`config.mk`:
```
export PLATFORM = sky130hd
export DESIGN_NAME = hood_mode_ctrl
export DESIGN_NICKNAME = d
export VERILOG_FILES = /design/src/rtl/hood_pkg.sv /design/src/rtl/btn_debounce.sv /design/src/rtl/hood_mode_ctrl.sv
export SDC_FILE = /design/constraint.sdc
export NUM_CORES = 1
export LEC_CHECK = 0
export ABC_AREA = 0
export BUFFER_PORTS_ARGS = -buffer_cell sky130_fd_sc_hd__clkbuf_2
export CAP_MARGIN = 40
export CELL_PAD_IN_SITES_DETAIL_PLACEMENT = 1
export CELL_PAD_IN_SITES_GLOBAL_PLACEMENT = 1
export CORE_UTILIZATION = 45
export CTS_BUF_LIST = sky130_fd_sc_hd__clkbuf_8
export DETAILED_ROUTE_END_ITERATION = 10
export PLACE_DENSITY = 0.75
export SLEW_MARGIN = 20
export SYNTH_ARGS = -nofsm -noshare
export SYNTH_HDL_FRONTEND = slang
export SYNTH_SLANG_ARGS = --single-unit
export TNS_END_PERCENT = 5
```
`constraint.sdc`:
```
create_clock -name clk -period 1.85 [get_ports clk]
set_input_delay 0.37 -clock clk [delete_from_list [all_inputs] [get_ports clk]]
set_output_delay 0.37 -clock clk [all_outputs]
set_load 0.02 [all_outputs]
```
`src/rtl/hood_pkg.sv`:
```
// Shared encodings for the smoker hood mode controller and its downstream consumers.
package hood_pkg;

  localparam int unsigned CNT_W  = 7;
  localparam int unsigned MODE_W = 3;

  localparam logic [MODE_W-1:0] MODE_STANDBY   = 3'd0;
  localparam logic [MODE_W-1:0] MODE_L1        = 3'd1;
  localparam logic [MODE_W-1:0] MODE_L2        = 3'd2;
  localparam logic [MODE_W-1:0] MODE_HURRICANE = 3'd3;
  localparam logic [MODE_W-1:0] MODE_EXIT      = 3'd4;

  typedef enum logic [MODE_W-1:0] {
    ST_STANDBY   = MODE_STANDBY,
    ST_L1        = MODE_L1,
    ST_L2        = MODE_L2,
    ST_HURRICANE = MODE_HURRICANE,
    ST_EXIT      = MODE_EXIT
  } state_e;

endpackage

```
`src/rtl/btn_debounce.sv`:
```
// Raw button conditioning: 2-flop synchroniser, level debounce, rising-edge press pulse.
module btn_debounce #(
  parameter int unsigned DEBOUNCE_CYCLES = 10
) (
  input  logic clk,
  input  logic rst_n,
  input  logic btn_i,
  output logic press_o
);

  localparam int unsigned CW = (DEBOUNCE_CYCLES > 1) ? $clog2(DEBOUNCE_CYCLES) : 1;

  logic          sync1_q, sync2_q;
  logic          stable_q, stable_d;
  logic          prev_q, press_q;
  logic [CW-1:0] cnt_q, cnt_d;

  // The stable level flips only after the synchronised input disagrees for DEBOUNCE_CYCLES cycles.
  always_comb begin
    stable_d = stable_q;
    cnt_d    = '0;
    if (sync2_q != stable_q) begin
      if (cnt_q == CW'(DEBOUNCE_CYCLES - 1)) begin
        stable_d = sync2_q;
      end else begin
        cnt_d = cnt_q + CW'(1);
      end
    end
  end

  always_ff @(posedge clk or negedge rst_n) begin
    if (!rst_n) begin
      sync1_q  <= 1'b0;
      sync2_q  <= 1'b0;
      stable_q <= 1'b0;
      cnt_q    <= '0;
      prev_q   <= 1'b0;
      press_q  <= 1'b0;
    end else begin
      sync1_q  <= btn_i;
      sync2_q  <= sync1_q;
      stable_q <= stable_d;
      cnt_q    <= cnt_d;
      prev_q   <= stable_q;
      press_q  <= stable_q & ~prev_q;
    end
  end

  assign press_o = press_q;

endmodule

```
`src/rtl/hood_mode_ctrl.sv`:
```
// Hood button front end: debounced presses drive the mode FSM, 1 Hz prescaler and countdown.
// Define HOOD_HURRICANE_REARM_EN to let a completed exit-purge re-enable hurricane.
module hood_mode_ctrl
  import hood_pkg::*;
#(
  parameter int unsigned CLK_HZ          = 500,
  parameter int unsigned DEBOUNCE_CYCLES = 10,
  parameter int unsigned HURRICANE_S     = 60,
  parameter int unsigned EXIT_S          = 60
) (
  input  logic              clk,
  input  logic              rst,
  input  logic              menu_btn,
  input  logic              mode1_btn,
  input  logic              mode2_btn,
  input  logic              mode3_btn,
  output logic [MODE_W-1:0] mode_state,
  output logic [CNT_W-1:0]  countdown_s,
  output logic              hurricane_used,
  output logic              menu_armed,
  output logic              mode_changed
);

  localparam int unsigned PW = (CLK_HZ > 1) ? $clog2(CLK_HZ) : 1;

  logic [3:0] press;

  btn_debounce #(.DEBOUNCE_CYCLES(DEBOUNCE_CYCLES)) u_db_menu (
    .clk(clk), .rst_n(rst), .btn_i(menu_btn), .press_o(press[0]));
  btn_debounce #(.DEBOUNCE_CYCLES(DEBOUNCE_CYCLES)) u_db_m1 (
    .clk(clk), .rst_n(rst), .btn_i(mode1_btn), .press_o(press[1]));
  btn_debounce #(.DEBOUNCE_CYCLES(DEBOUNCE_CYCLES)) u_db_m2 (
    .clk(clk), .rst_n(rst), .btn_i(mode2_btn), .press_o(press[2]));
  btn_debounce #(.DEBOUNCE_CYCLES(DEBOUNCE_CYCLES)) u_db_m3 (
    .clk(clk), .rst_n(rst), .btn_i(mode3_btn), .press_o(press[3]));

  state_e           state_q, state_d;
  logic [CNT_W-1:0] cnt_q, cnt_d;
  logic [PW-1:0]    presc_q, presc_d;
  logic             used_q, used_d;
  logic             armed_q, armed_d;
  logic             changed_q;
  logic             tick, load;
  logic             ev_menu, ev_m1, ev_m2, ev_m3;

  // Only the highest-priority press in a cycle is acted on.
  assign ev_menu = press[0];
  assign ev_m3   = press[3] & ~press[0];
  assign ev_m2   = press[2] & ~press[0] & ~press[3];
  assign ev_m1   = press[1] & ~press[0] & ~press[3] & ~press[2];

  assign tick = (presc_q == PW'(CLK_HZ - 1));

  always_comb begin
    state_d = state_q;
    cnt_d   = cnt_q;
    used_d  = used_q;
    armed_d = armed_q;
    load    = 1'b0;
    presc_d = tick ? '0 : presc_q + PW'(1);

    case (state_q)
      ST_STANDBY: begin
        if (ev_menu) begin
          armed_d = ~armed_q;
        end else if (armed_q) begin
          if (ev_m1) begin
            state_d = ST_L1;
            armed_d = 1'b0;
          end else if (ev_m2) begin
            state_d = ST_L2;
            armed_d = 1'b0;
          end else if (ev_m3 && !used_q) begin
            state_d = ST_HURRICANE;
            used_d  = 1'b1;
            cnt_d   = CNT_W'(HURRICANE_S);
            load    = 1'b1;
            armed_d = 1'b0;
          end
        end
      end
      ST_L1, ST_L2: begin
        if (ev_menu) begin
          state_d = ST_EXIT;
          cnt_d   = CNT_W'(EXIT_S);
          load    = 1'b1;
        end else if (ev_m1) begin
          state_d = ST_L1;
        end else if (ev_m2) begin
          state_d = ST_L2;
        end
      end
      ST_HURRICANE: begin
        if (ev_menu) begin
          state_d = ST_EXIT;
          cnt_d   = CNT_W'(EXIT_S);
          load    = 1'b1;
        end else if (tick) begin
          if (cnt_q <= CNT_W'(1)) begin
            state_d = ST_L2;
            cnt_d   = '0;
          end else begin
            cnt_d = cnt_q - CNT_W'(1);
          end
        end
      end
      ST_EXIT: begin
        if (ev_m1) begin
          state_d = ST_L1;
          cnt_d   = '0;
        end else if (ev_m2) begin
          state_d = ST_L2;
          cnt_d   = '0;
        end else if (tick) begin
          if (cnt_q <= CNT_W'(1)) begin
            state_d = ST_STANDBY;
            cnt_d   = '0;
`ifdef HOOD_HURRICANE_REARM_EN
            used_d  = 1'b0;
`else
            used_d  = used_q;
`endif
          end else begin
            cnt_d = cnt_q - CNT_W'(1);
          end
        end
      end
      default: begin
        state_d = ST_STANDBY;
        cnt_d   = '0;
        armed_d = 1'b0;
      end
    endcase

    // A countdown load restarts the second boundary and overrides a coincident tick.
    if (load) begin
      presc_d = '0;
    end
  end

  always_ff @(posedge clk or negedge rst) begin
    if (!rst) begin
      state_q   <= ST_STANDBY;
      cnt_q     <= '0;
      presc_q   <= '0;
      used_q    <= 1'b0;
      armed_q   <= 1'b0;
      changed_q <= 1'b0;
    end else begin
      state_q   <= state_d;
      cnt_q     <= cnt_d;
      presc_q   <= presc_d;
      used_q    <= used_d;
      armed_q   <= armed_d;
      changed_q <= (state_d != state_q);
    end
  end

  assign mode_state     = state_q;
  assign countdown_s    = cnt_q;
  assign hurricane_used = used_q;
  assign menu_armed     = armed_q;
  assign mode_changed   = changed_q;

endmodule

```
Yosys cells after proc, flatten, opt, wreduce, memory -nomap -nowiden

Index checks and enable logic that the tools add are counted.

Register bits: 58
Word-level logic and storage cells: 140

$add $sub $neg: 6
Magnitude comparators: 1
Equality and inequality tests: 20
Muxes and demuxes: 51
Bitwise gates (word level): 20
Reductions and logical operators: 12

Operators with widths:

| cell                | count |
|---|---|
| $mux 7              | 11 |
| $mux 3              | 15 |
| $mux 4              | 8 |
| $pmux 7 s4          | 1 |
| $mux 9              | 2 |
| $add 4x1->4 const B | 4 |
| $eq 4x4->1 const B  | 4 |
| $pmux 3 s4          | 1 |
| $reduce_and 6->1    | 2 |
| $mux 1              | 11 |
| $and 1x1->1         | 10 |
| $ne 2x2->1 const B  | 5 |
| $not 1->1           | 10 |
| $add 9x1->9 const B | 1 |
| $eq 9x9->1 const B  | 1 |
| $reduce_and 2->1    | 4 |
| $le 7x1->1 const B  | 1 |
| $sub 7x1->7 const B | 1 |
| $eq 3x2->1 const B  | 2 |
| $ne 1x1->1          | 4 |
| $pmux 1 s2          | 2 |
| $reduce_or 4->1     | 1 |
| $eq 3x1->1 const B  | 1 |
| $eq 3x3->1 const B  | 1 |
| 7 further kinds     | 7 |

Longest topological paths before layout

Depth in word-level cells: 10
Depth in mapped cells: 7

Modules after synthesis

A second synthesis with hierarchy kept.

Cells, all modules: 250
Area total of the unflattened synthesis: 2742.6 um^2

Modules (own cells, without submodules):

| module         | times used | cells an instance | area an instance (um^2) | seq. area each (um^2) |
|---|---|---|---|---|
| btn_debounce   | 4          | 24                | 345.3                   | 225.2 |
| hood_mode_ctrl | 1          | 154               | 1361.3                  | 550.5 |

Worst setup path before layout

Ideal clock, no wire load.

Path type: flip-flop to flip-flop
Start: reg cnt_q[2], in the netlist countdown_s[2]
End: reg cnt_q[4], in the netlist countdown_s[4]
Setup time: 0.124 ns
Arrival: 1.901 ns
Required time: 1.726 ns
Setup slack: -0.175 ns
Cell stages (with the launch flop): 6
Clock period less this slack: 2.025 ns
Cells stage by stage: dfrtp_1 -> or4_4 -> or3_4 -> a21boi_2 -> o21ai_1 -> a211o_1

Longest elaborated chain between the ends: 6

RTL lines:

| what                                      | line                                        | RTL |
|---|---|---|
| start: declaration                        | hood_mode_ctrl.sv:38                        | `logic [CNT_W-1:0] cnt_q, cnt_d;` |
| start signal: assignment                  | hood_mode_ctrl.sv:151                       | `cnt_q <= cnt_d;` |
| $sub 7x1->7 or $le 7x1->1 (tied branches) | --                                          |  |
| $mux 7 (*)                                | hood_mode_ctrl.sv:99, hood_mode_ctrl.sv:115 |  |
| $mux 7 (*)                                | hood_mode_ctrl.sv:98                        | `end else if (tick) begin` |
| $mux 7                                    | hood_mode_ctrl.sv:111                       | `end else if (ev_m2) begin` |
| $mux 7                                    | hood_mode_ctrl.sv:108                       | `if (ev_m1) begin` |
| $pmux 7 s4 (*)                            | hood_mode_ctrl.sv:62                        | `case (state_q)` |

Mark *: on every way between the ends. The rest lies on a longest branch, timed or not.
A chain may end at the register's enable or synchronous reset.

Worst setup path after layout

Start: reg state_q[1], in the netlist mode_state[1]
End: reg cnt_q[3], in the netlist countdown_s[3]

Longest elaborated chain between the ends: 4

RTL lines:

| what                                     | line                  | RTL |
|---|---|---|
| start: declaration                       | hood_mode_ctrl.sv:37  | `state_e state_q, state_d;` |
| start signal: assignment                 | hood_mode_ctrl.sv:150 | `state_q <= state_d;` |
| $eq 3x1->1 or $eq 3x2->1 (tied branches) | hood_mode_ctrl.sv:62  |  |
| $reduce_or 2->1                          | hood_mode_ctrl.sv:62  |  |
| $ne 2x1->1 (no source line)              | --                    |  |
| $reduce_and 6->1 (no source line)        | --                    |  |

Several ways; a longest one is shown, not always the timed one.

==> results.py <==
metrics = {
    "outcome": {
        "status": "complete, but fails checks",
        "violations": "negative setup slack",
    },
    "drt": {
        "drt_iter0_drc": 55,
        "vias": 2118,
        "viasPerCell": 5.40,
        "wirelength_um": 6130,
        "antenna_left": 0,
        "routedWlPerCell_um": 15.6,
        "drc": 0,
        "first_pass_iters": 4,
    },
    "cells_and_area": {
        "seq_area_um2": 1450,
        "drive_above_1_share": 0.271,
        "multi_input_area_um2": 1260,
        "antenna_cells": 0,
        "nets": 329,
        "layout_common_cells": "dfrtp_1 (56), nor2_1 (35), buf_4 (30), clkbuf_2 (18), nand2_1 (16)",
        "area_growth_pct": 20.8,
        "nFillCells": 655,
        "mostFrequentLayoutCell": "dfrtp_1",
    },
    "sta": {
        "hold_violations": 0,
        "maxSlewHeadroom": 0.754,
        "worst_pin_slew_ps": 366,
        "setup_slack_ps": -72.4,
        "drv_slew": 0,
        "clock_skew_ps": 4.11,
        "setup_viol": 3,
        "clock.fmax_ghz": 0.520,
        "timing.final.crit_share": 1.04,
        "final.setup.tns_ps": -181,
        "rsz0062_at_grt": "yes",
        "layout_min_cycle_time_ps": 1920,
    },
    "yosys": {
        "synth_nets": 276,
        "seq_area_frac_synth": 0.523,
        "yosys-top-cells-area": "dfrtp_1 (52%), ha_1 (5.0%), nor2_1 (4.9%)",
        "synthCells": 259,
        "synth_largest_area_cell": "dfrtp_1",
        "yosys_warnings": 0,
        "ys.flop_type": "dfrtp_1",
        "yosysUniqueCellTypes": 52,
        "synth_edf_count": 0,
        "ys_ff_latch": 58,
        "syn_area_um2": 2770,
        "synthArstFlopShare": 1.00,
        "synth.avg_cell_area_um2": 10.7,
        "synth_top_area_frac": 0.523,
    },
    "worst_setup_path": {
        "r2r-end": "countdown_s[3]$_DFFE_PN0P_",
        "critical_path.cell_chain": "or4b_4, o211ai_4, o21ai_0, a221o_1",
        "slowest_delay_ps": 580,
        "end_kind": "register",
        "cp.arrival_ps": 2130,
        "slowest_stage": "or4b_4",
        "worst-path-max-fanout": 6,
        "crit_required_ps": 2060,
        "ff2ff_path_depth": 4,
        "reg2reg_from": "mode_state[1]$_DFF_PN0_",
        "r2r_slack_ps": -70,
        "critPathLaunchType": "register",
        "worstSetupPathType": "register to register",
    },
    "global_route": {
        "grt.total_usage": 0.216,
        "antenna_found_initial": 0,
        "grt_overflow": 0,
        "grt_pass1_vias": 2143,
        "grt_max_degree": 59,
        "grt_pass1_wl_um": 10200,
    },
    "placement": {
        "dp_hpwl_um": 4450,
        "gp_congestion": 0.858,
        "io_buffers": 18,
    },
    "clocking": {
        "cts_made_buffers": 9,
        "clkSlewWorstSetupHoldPaths_ps": 70,
        "holdBufCountCts": 0,
        "cts_root_buffer": "clkbuf_8",
        "cts_setup_buffers": 0,
        "clkSinkCount": 58,
        "cts_tree": "built",
        "cts.path.max_buffers": 2,
        "ctsHtreeMaxLevel": 3,
        "clkLatencyLatePin_ps": 330,
    },
    "min_path": {
        "hold_class": "input pin to async pin",
    },
    "floorplan": {
        "initial_core_util": 0.469,
        "num_rows": 28,
        "pin_count": 19,
        "fp.dieH_um": 80.5,
        "dieArea_um2": 6480,
        "core-area_um2": 5920,
        "fp.dieW_um": 80.5,
    },
    "power_and_ir_drop": {
        "power_w": 0.00402,
        "powerDensity_nw_per_um2": 1200,
        "ir_drop_v": 0.000635,
        "leakage_nw": 1.65,
    },
    "flow_run": {
        "max-cap-violations": 0,
    },
}
-- worst max-delay path: cells and delay by family, from the launching register on --
| kind | cells | cell delay, ps |
|---|---|---|
| DFF | 1 | 440 |
| and+or+nand+nor | 1 | 580 |
| AOI/OAI and AO/OA | 3 | 780 |
-- how the worst max path moves through the flow --
stage                                     startpoint                         end  slack (ps)  cells past startpoint
after floorplan           countdown_s[2]$_DFFE_PN0P_  countdown_s[4]$_DFFE_PN0P_        -100                      5
after global placement    countdown_s[2]$_DFFE_PN0P_  countdown_s[4]$_DFFE_PN0P_         -10                      5
after detailed placement  countdown_s[2]$_DFFE_PN0P_  countdown_s[3]$_DFFE_PN0P_         -70                      5
after CTS                 countdown_s[2]$_DFFE_PN0P_  countdown_s[4]$_DFFE_PN0P_         -60                      5
after global routing      countdown_s[2]$_DFFE_PN0P_  countdown_s[4]$_DFFE_PN0P_        -130                      5
final                        mode_state[1]$_DFF_PN0_  countdown_s[3]$_DFFE_PN0P_         -70                      4
-- flip-flops by register name (all words and copies together), names as in the netlist, 3 cells and up --
name,cells
presc_q,9
countdown_s,7
u_db_m1.cnt_q,4
u_db_m2.cnt_q,4
u_db_m3.cnt_q,4
u_db_menu.cnt_q,4
mode_state,3
-- metal layers --
metal,global-route usage,share of wire,vias to the layer above
li1,-,-,1007
met1,0.258,0.45,1043
met2,0.348,0.49,50
met3,0.0523,0.035,18
met4,0.132,0.031,0
met5,0,0,-
-- Yosys cell counts, drive strengths merged (5+ instances only) --
library cell	count
nand4	6
nor3	5
xnor2	8
nor2	36
dfrtp	58
a21oi	7
xor2	12
o21ai	10
nor2b	6
ha	11
nand2	16
and3	6
nand3	11
inv	10
-- through the flow --
step / setup slack, ps / std cells / cell area (um^2) / hold WS [ps] / utilization
2_1_floorplan: -100 / 259 / 2780 / 74.4 / -
3_3_place_gp: -10.1 / 376 / 3160 / 332 / 0.534
3_5_place_dp: -72.1 / 376 / 3160 / 336 / 0.534
4_1_cts: -61.2 / 392 / 3340 / 35.2 / 0.563
5_1_grt: -134 / 392 / 3350 / 36.2 / 0.566
6_report: -72.4 / 392 / 3350 / 20.3 / 0.566
-- where the power goes --
group / leakage [nW] / total (W) / switching (W) / internal, W
logic: 0.797 / 0.00135 / 0.000737 / 0.000613
registers: 0.760 / 0.00166 / 0.000182 / 0.00148
clock network: 0.0892 / 0.00102 / 0.000507 / 0.000509
total: 1.65 / 0.00402 / 0.00143 / 0.00260
-- repair_timing --
action	CTS	global route
setup endpoints to repair	4	8
hold endpoints to repair	0	0
resized for setup	0	3
pin swaps	1	0
-- cell families (layout without fill, tap and decap cells) --
family | Yosys count | after routing | share of synthesized area
compound gates | 41 | 41 | 0.107
xor+xnor | 20 | 20 | 0.0631
fa+ha+maj | 11 | 11 | 0.0496
buf+inv | 17 | 75 | 0.0293
flops | 58 | 58 | 0.523
mux | 6 | 6 | 0.0235
simple gates | 106 | 106 | 0.204
-- area by class of cell --
class                   instances  share of cell area
flip-flops and latches         58               0.434
well taps                      75              0.0280
clock buffers                  10              0.0411
inverters                      10              0.0112
multi-input cells             184               0.376
repair buffers                 49               0.100
clock inverters                 6              0.0101
Power figures use the tool's default switching activity.
